`src/rtl/frame_write_ctrl.sv`:
```
// Frame write controller: steers framed input beats into a FIFO, tracks frame
// length, and publishes a rewound stop address when a frame's trailer arrives.
module frame_write_ctrl #(
  parameter int DATA_WIDTH = 8,
  parameter int ADDR_WIDTH = 9,
  parameter int TRAIL_LEN  = 24,
  parameter int MAX_LEN    = 256,
  parameter int LEN_WIDTH  = 16
) (
  input  logic                  clk,
  input  logic                  rst,
  input  logic [DATA_WIDTH-1:0] in_data,
  input  logic                  in_valid,
  input  logic                  in_sop,
  input  logic                  in_eop,
  output logic                  in_ready,
  input  logic                  wfull,
  input  logic [ADDR_WIDTH-1:0] waddr,
  output logic [DATA_WIDTH-1:0] wdata,
  output logic                  winc,
  output logic [ADDR_WIDTH-1:0] stop_addr,
  output logic                  stop_valid,
  output logic                  pkt_done,
  output logic [LEN_WIDTH-1:0]  pkt_len,
  output logic [7:0]            err_cnt
);

  typedef enum logic [1:0] {
    IDLE,
    PAYLOAD,
    DROP
  } state_t;

  localparam logic [LEN_WIDTH-1:0]  MAX_LEN_L = LEN_WIDTH'(MAX_LEN);
  localparam logic [ADDR_WIDTH-1:0] TRAIL_L   = ADDR_WIDTH'(TRAIL_LEN);

  state_t                state;
  state_t                state_next;
  logic [LEN_WIDTH-1:0]  length;
  logic [LEN_WIDTH-1:0]  length_next;
  logic                  accept;
  logic                  write_beat;
  logic                  complete;
  logic                  raise_err;
  logic                  clear_stop;
  logic [LEN_WIDTH-1:0]  done_len;

  always_ff @(posedge clk) begin
    if (rst) begin
      state  <= IDLE;
      length <= '0;
    end else begin
      state  <= state_next;
      length <= length_next;
    end
  end

  // The trailer beat is never written and takes priority over a start marker;
  // in DROP everything is swallowed until the trailer resynchronises us.
  always_comb begin
    state_next  = state;
    length_next = length;
    write_beat  = 1'b0;
    complete    = 1'b0;
    raise_err   = 1'b0;
    clear_stop  = 1'b0;
    done_len    = '0;
    in_ready    = (state == DROP) ? 1'b1 : !wfull;
    accept      = in_valid && in_ready;

    if (accept) begin
      case (state)
        IDLE: begin
          if (in_sop && in_eop) begin
            complete    = 1'b1;
            done_len    = '0;
            length_next = '0;
          end else if (in_sop) begin
            write_beat  = 1'b1;
            length_next = LEN_WIDTH'(1);
            clear_stop  = 1'b1;
            state_next  = PAYLOAD;
          end else begin
            raise_err = 1'b1;
          end
        end

        PAYLOAD: begin
          if (in_eop) begin
            complete    = 1'b1;
            done_len    = length;
            length_next = '0;
            state_next  = IDLE;
          end else if (in_sop) begin
            raise_err   = 1'b1;
            write_beat  = 1'b1;
            length_next = LEN_WIDTH'(1);
          end else if (length < MAX_LEN_L) begin
            write_beat  = 1'b1;
            length_next = length + LEN_WIDTH'(1);
          end else begin
            raise_err   = 1'b1;
            length_next = '0;
            state_next  = DROP;
          end
        end

        DROP: begin
          if (in_eop) begin
            state_next = IDLE;
          end
        end

        default: begin
          state_next  = IDLE;
          length_next = '0;
        end
      endcase
    end
  end

  assign winc  = write_beat && !rst;
  assign wdata = winc ? in_data : '0;

  // Frame results are captured on the edge after the trailer beat.
  always_ff @(posedge clk) begin
    if (rst) begin
      stop_addr  <= '0;
      stop_valid <= 1'b0;
      pkt_done   <= 1'b0;
      pkt_len    <= '0;
      err_cnt    <= '0;
    end else begin
      pkt_done <= complete;
      if (complete) begin
        stop_addr  <= waddr - TRAIL_L;
        pkt_len    <= done_len;
        stop_valid <= 1'b1;
      end else if (clear_stop) begin
        stop_valid <= 1'b0;
      end
      if (raise_err && (err_cnt != 8'hFF)) begin
        err_cnt <= err_cnt + 8'd1;
      end
    end
  end

endmodule

```
`config.mk`:
```
export PLATFORM = sky130hd
export DESIGN_NAME = frame_write_ctrl
export DESIGN_NICKNAME = d
export VERILOG_FILES = /design/src/rtl/frame_write_ctrl.sv
export SDC_FILE = /design/constraint.sdc
export NUM_CORES = 1
export LEC_CHECK = 0
export ABC_CLOCK_PERIOD_IN_PS = 3000
export CAP_MARGIN = 20
export CORE_UTILIZATION = 51
export DETAILED_ROUTE_END_ITERATION = 8
export GPL_ROUTABILITY_DRIVEN = 0
export GPL_TIMING_DRIVEN = 0
export MAX_ROUTING_LAYER = met4
export PLACE_DENSITY = 0.85
export SLEW_MARGIN = 20
export SYNTH_ARGS = -nofsm -noshare
export SYNTH_HDL_FRONTEND = slang
export SYNTH_SLANG_ARGS = --single-unit
```
`constraint.sdc`:
```
create_clock -name clk -period 3 [get_ports clk]
set_clock_uncertainty 0.05 [all_clocks]
set_input_delay 0.3 -clock clk [delete_from_list [all_inputs] [get_ports clk]]
set_output_delay 0.3 -clock clk [all_outputs]
set_load 0.05 [all_outputs]
```
==> run metrics, run 1 <==
status=complete, no violations; Clock Sinks=53; Post-Synthesis Cells=270; Final setup violation count=0; Ports=68; Placed Instances=388; number of global-route vias before repair=2088; Skew-Pair Late Insertion Delay=slightly above 0.3 ns; Max Clock Freq=0.355 GHz; post-DP HPWL=4.18 mm; Tmin final=2.81 ns; fin crit share=0.938; drt first pass iters=4; min-delay src=in_eop; CTS tree=done; Total Routed Length=between 5 and 6 mm; maximum fanout along the worst path=9; number of nets in the layout=370; top post-synthesis cells by area=dfxtp_1, nor2_1, a22oi_1; non-filler cells, final=397; Clk pin slew, worst setup/hold paths=roughly 0.10 ns; Worst Tran Pin Value=0.698 ns; Area growth syn-to-layout=36.6%; synthesized area=between 2000 and 2500 um2; Synth Net Count=296; DRC viols=0; Synth Flop Type=dfxtp_1; Hold-fix buffers, CTS=0; Peak supply drop=427 uV; share of the synthesized area in the top cell type=0.454; PwrDens=409 nW/um2; Worst EP arrival=2.46 ns; die area=4860 um2; Routed Antenna Nets=0; Layout fillers=~340; CORE AREA=4380 um2; Worst Hold Class=in2reg; Critical Path Start Type=flip-flop; Lkg Pwr=between 1 and 1.5 nW; global route total overflow=0; GR Util All Layers=0.253; fraction of layout cells with a size suffix above 1=0.0754; Final Max Tran Viols=0; Synth Warn #=0; commonest cells in the netlist=dfxtp_1, nor2_1, nand2_1; root cell of the clock tree=clkbuf_8; num rows=24; DR vias=2211; number of synthesized flops with an enable pin=0; final core occ=0.728; ys async rst share=0; slew margin rel.=0.533; CP Class=reg2out; post-synthesis sequential area ratio=0.454; DIE WIDTH=69.7 um; top cell type by total area after synthesis=dfxtp_1; drt via density=between 5 and 6; Max H-tree Level=2; worst setup path startpoint=length[8]; die height=69.7 um; crit end category=output pin; initial drt markers=164; diode count=0; Reg-to-Reg Start=length[8]; per-cell routed wire length=14.2 um; RSZ-0062 raised after global routing=no; first-pass GRT wire length=9.60 mm; initial antenna violation count=0; TritonCTS buffer count=5; Max clock buf depth=2; post-synthesis register bit count=53; most numerous cell in the Yosys netlist=dfxtp_1; Crit path required time=about 2.7 ns; largest net degree at the start of global routing=17; Synth Area per Inst=8.66 um2; Final Hold Vio Count=0; number of max-cap violations=0; Starting Density=0.533; Yosys cell types=49; number of port buffers=66
## worst max-delay path, stage by stage (launching register included)
cell             delay [ns]
dfxtp_1                0.38
nor4_2                 0.51
nand4_1                0.27
a211oi_4               0.42
and2_1                 0.20
clkdlybuf4s15_2        0.37
## path summary, 6_finish.rpt
kind                        to  slack, ns  depth (start not counted)
hold reg to reg   stop_addr[1]       0.41                          2
hold / removal        state[0]       0.29                          4
setup / recovery      wdata[0]       0.19                          5
setup reg to reg     length[6]       0.78                          7
## cells by family (layout without fill, tap and decap cells)
logic type               count (synthesis)  after routing  synth area share
AO/OA/AOI/OAI                           63             63             0.192
XOR/XNOR                                12             12            0.0450
adder cells (fa/ha/maj)                  3              3            0.0161
buffers and inverters                   17             92            0.0310
flip-flops                              53             53             0.454
multiplexers                             1              1           0.00428
AND/OR/NAND/NOR                        121            121             0.257
## through the flow
step	hold slack (ns)	cell area (um2)	TNS, ns	setup slack [ns]	power (mW)
floorplan	0.346	2340	0	0.187	0.809
global placement	0.392	3060	-0.291	-0.0566	0.869
detailed placement	0.398	3060	-0.808	-0.133	0.871
CTS	0.277	3180	-0.00370	-0.00370	1.31
global route	0.290	3190	0	0.0508	1.36
finish	0.289	3190	0	0.187	1.30
## cells in the final DEF (no fill, tap or decap), types with 2 or more instances in the layout
| cell | Yosys | final |
|---|---|---|
| clkbuf_1 | 10 | 10 |
| nor2b_1 | 4 | 4 |
| xor2_1 | 3 | 3 |
| o22ai_1 | 2 | 2 |
| nand2b_1 | 2 | 2 |
| clkdlybuf4s15_2 | 0 | 8 |
| nand4_1 | 4 | 4 |
| nor2_1 | 48 | 48 |
| clkdlybuf4s50_1 | 0 | 57 |
| nor4b_1 | 2 | 2 |
| or4_1 | 2 | 2 |
| clkbuf_8 | 0 | 7 |
| nor4_2 | 2 | 2 |
| nor3_1 | 7 | 7 |
| a21oi_1 | 16 | 16 |
| or3_1 | 2 | 2 |
| a31oi_1 | 2 | 2 |
| ha_1 | 3 | 3 |
| and2_1 | 8 | 8 |
| o31ai_1 | 3 | 3 |
| dfxtp_1 | 53 | 53 |
| nand3_1 | 3 | 3 |
| o21a_1 | 2 | 2 |
| nand2_1 | 25 | 25 |
| a22oi_1 | 16 | 16 |
| o21ai_0 | 7 | 7 |
| nor4_1 | 2 | 2 |
| inv_1 | 5 | 5 |
| xnor2_1 | 9 | 9 |
| and3_1 | 2 | 2 |
| a211oi_1 | 4 | 4 |
| nor3b_1 | 2 | 2 |
## layer usage
metal | vias to the layer above | global-route usage | wire [um]
met5 | - | - | 0
li1 | 1100 | - | -
met1 | 1020 | 0.328 | 2610
met2 | 82 | 0.382 | 2510
met4 | 0 | 0.0844 | 80
met3 | 9 | 0.0698 | 454
## where the power goes
group          internal, mW  leakage [nW]  switching [mW]  total (mW)
clock                 0.213        0.0549           0.235       0.448
combinational        0.0597         0.598          0.0816       0.141
sequential            0.710         0.428         0.00519       0.715
total                 0.983          1.08           0.322        1.30
## final cells by class
class                   instances  area, um2  share of cell area
repair buffers                 67        677               0.212
plain buffers                  12       53.8              0.0169
clock inverters                 1       8.76             0.00274
clock buffers                   7       96.3              0.0302
flip-flops and latches         53       1060               0.332
inverters                       5       18.8             0.00588
well taps                      52       65.1              0.0204
multi-input cells             200       1210               0.379
## sequential cells by signal, indices dropped and copies added (netlist names)
register	flops
pkt_done	1
state	2
pkt_len	16
stop_valid	1
length	16
err_cnt	8
stop_addr	9
## timing repair
item                                    in CTS  in global routing
gates resized for setup                     26                  0
pin swaps                                    0                  1
hold endpoints to repair                     0                  0
setup buffers                                0                  1
endpoints found under the setup margin       9                  9
(Power assumes the default switching activity.)
==> run 2: changes to the inputs <==
--- a/config.mk
+++ b/config.mk
@@ -7,12 +7,12 @@
 export LEC_CHECK = 0
 export ABC_CLOCK_PERIOD_IN_PS = 3000
 export CAP_MARGIN = 20
-export CORE_UTILIZATION = 51
+export CORE_UTILIZATION = 42
 export DETAILED_ROUTE_END_ITERATION = 8
 export GPL_ROUTABILITY_DRIVEN = 0
 export GPL_TIMING_DRIVEN = 0
 export MAX_ROUTING_LAYER = met4
-export PLACE_DENSITY = 0.85
+export PLACE_DENSITY = 0.72
 export SLEW_MARGIN = 20
 export SYNTH_ARGS = -nofsm -noshare
 export SYNTH_HDL_FRONTEND = slang
==> run 2 against run 1 <==
  * Total power is 3.3% higher
  * Clock power grew 9.6%
  * Global-route usage shrank 4.0 points
  * Utilization fell by 11 points
  * Clock-buffer cell count down 2
  * Register-to-register slack about the same
  * Worst hold slack improved by 0.0048 ns
  * Routed wire length increased by 0.23%
  * Cell area rose by 1.5%
  * Sequential share of layout area decreased by 0.49 points
  * Maximum frequency is 0.93% higher
  * First-iteration DRC count decreased by 41%
  * Critical path type unchanged
  * Critical endpoint is now winc
  * Largest cell class unchanged
==> run metrics, run 2 (synthesized netlist as in run 1, its figures left out) <==
CP Class=reg2out; min-delay src=in_eop; initial drt markers=97; Final Max Tran Viols=0; per-cell routed wire length=~14 um; crit-path cells=nor4_2 -> nand4_1 -> buf_4 -> a211oi_4 -> dlygate4sd2_1; first-pass GRT wire length=9.60 mm; Max clock buf depth=2; Min-Delay Path Depth=4; Starting Density=0.446; number of global-route vias before repair=between 1500 and 2000; Ports=68; Worst EP arrival=2.44 ns; DIE WIDTH=roughly 77 um; DR vias=about 2200; Critical Path Start Type=flip-flop; diode count=0; root cell of the clock tree=clkbuf_8; Worst Tran Pin Value=about 0.70 ns; Regs by FF count=length: 16 flops, pkt_len: 16 flops, stop_addr: 9 flops; Routed Antenna Nets=0; drt via density=5.23; Area growth syn-to-layout=38.6%; drt first pass iters=4; max incr delay on CP=0.57 ns; Pwr Total=1.35 mW; Reg2Reg Capture Point=length[5]; Total Routed Length=5.67 mm; status=complete, no violations; global route total overflow=0; Crit path required time=2.65 ns; Worst Hold End=state[0]; GR Util All Layers=0.212; TritonCTS buffer count=5; Worst Hold Class=in2reg; final core occ=0.618; fin crit share=0.929; Final setup violation count=0; dpl cell area=~3000 um2; Final Instance Area=3240 um2; Clock Sinks=53; die height=76.6 um; number of nets in the layout=around 370; Max H-tree Level=2; number of max-cap violations=0; FF-to-FF path depth=8; Peak supply drop=266 uV; r2r setup slk=0.79 ns; Max Clock Freq=0.359 GHz; RSZ-0062 raised after global routing=no; fraction of layout cells with a size suffix above 1=0.0807; initial antenna violation count=0; Hold-fix buffers, CTS=0; Skew-Pair Late Insertion Delay=0.31 ns; PwrDens=about 420 nW/um2; Tmin final=2.79 ns; Reg-to-Reg Start=length[14]; number of port buffers=66; num rows=26; most frequent cells in the layout=clkdlybuf4s50_1, dfxtp_1, nor2_1; Clk pin slew, worst setup/hold paths=0.10 ns; hold_ws=roughly 0.29 ns; maximum fanout along the worst path=9; slew margin rel.=0.530; DRC viols=0; die area=5870 um2; Lkg Pwr=1.09 nW; post-DP HPWL=a little over 4 mm; CORE AREA=~5200 um2; slowest stage cell, crit path=dlygate4sd2_1; most common cell after layout, fill and taps aside=clkdlybuf4s50_1; largest net degree at the start of global routing=18; CTS tree=done; crit end category=output pin; Final Hold Vio Count=0
run 2: cell count changes in the layout (fill, tap and decap cells not counted):
cell / delta
buf_4: +2
clkbuf_8: -2
bufinv_16: +1
clkinv_4: +1
clkinvlp_4: +1
inv_6: -1
run 2: area by class of cell:
cell class	count	area [um2]
tap	70	87.6
inverter	5	18.8
buffer	12	53.8
timing repair buffer	69	692
multi-input combinational	200	1210
sequential	53	1060
clock inverter	3	46.3
clock buffer	5	68.8
fill	477	2000
run 2: repair_timing:
item	CTS	global route
pin swaps	0	1
resized for setup	26	0
setup buffers	0	3
cloned	0	0
endpoints found under the setup margin	9	9
run 2: how the worst max path moves through the flow:
stage                          end  slack [ns]        from
after detailed placement  wdata[7]       -0.08  length[14]
after global placement    wdata[7]       -0.09  length[14]
after floorplan           wdata[0]        0.19   length[8]
after global routing      wdata[4]        0.09  length[14]
final                         winc        0.21  length[14]
after CTS                     winc        0.01  length[14]
run 2: worst max-delay path, delay by kind of cell (launching register included):
kind                   cells  cell delay (ns)
AOI/OAI and AO/OA          1             0.33
DFF                        1             0.38
and+or+nand+nor            2             0.66
buffers and inverters      2             0.76
run 2: metrics by stage:
stage / cells / worst slack, ns / TNS [ns]
CTS: 414 / 0.0113 / 0
global route: 417 / 0.0920 / 0
global placement: 406 / -0.0851 / -0.508
finish: 417 / 0.213 / 0
detailed placement: 406 / -0.0805 / -0.492
floorplan: 270 / 0.187 / 0
run 2: power by group:
group          switching, mW  total [mW]  internal, mW
sequential           0.00520       0.715         0.710
combinational         0.0815       0.142        0.0602
clock                  0.241       0.491         0.250
run 2: routing by layer:
layer  vias up  GRT usage  routed length [um]
met5         -          -                   0
met4         0     0.0865                 123
met3         7     0.0491                 356
met2        67      0.317                2530
met1       997      0.276                2660
li1       1108          -                   -
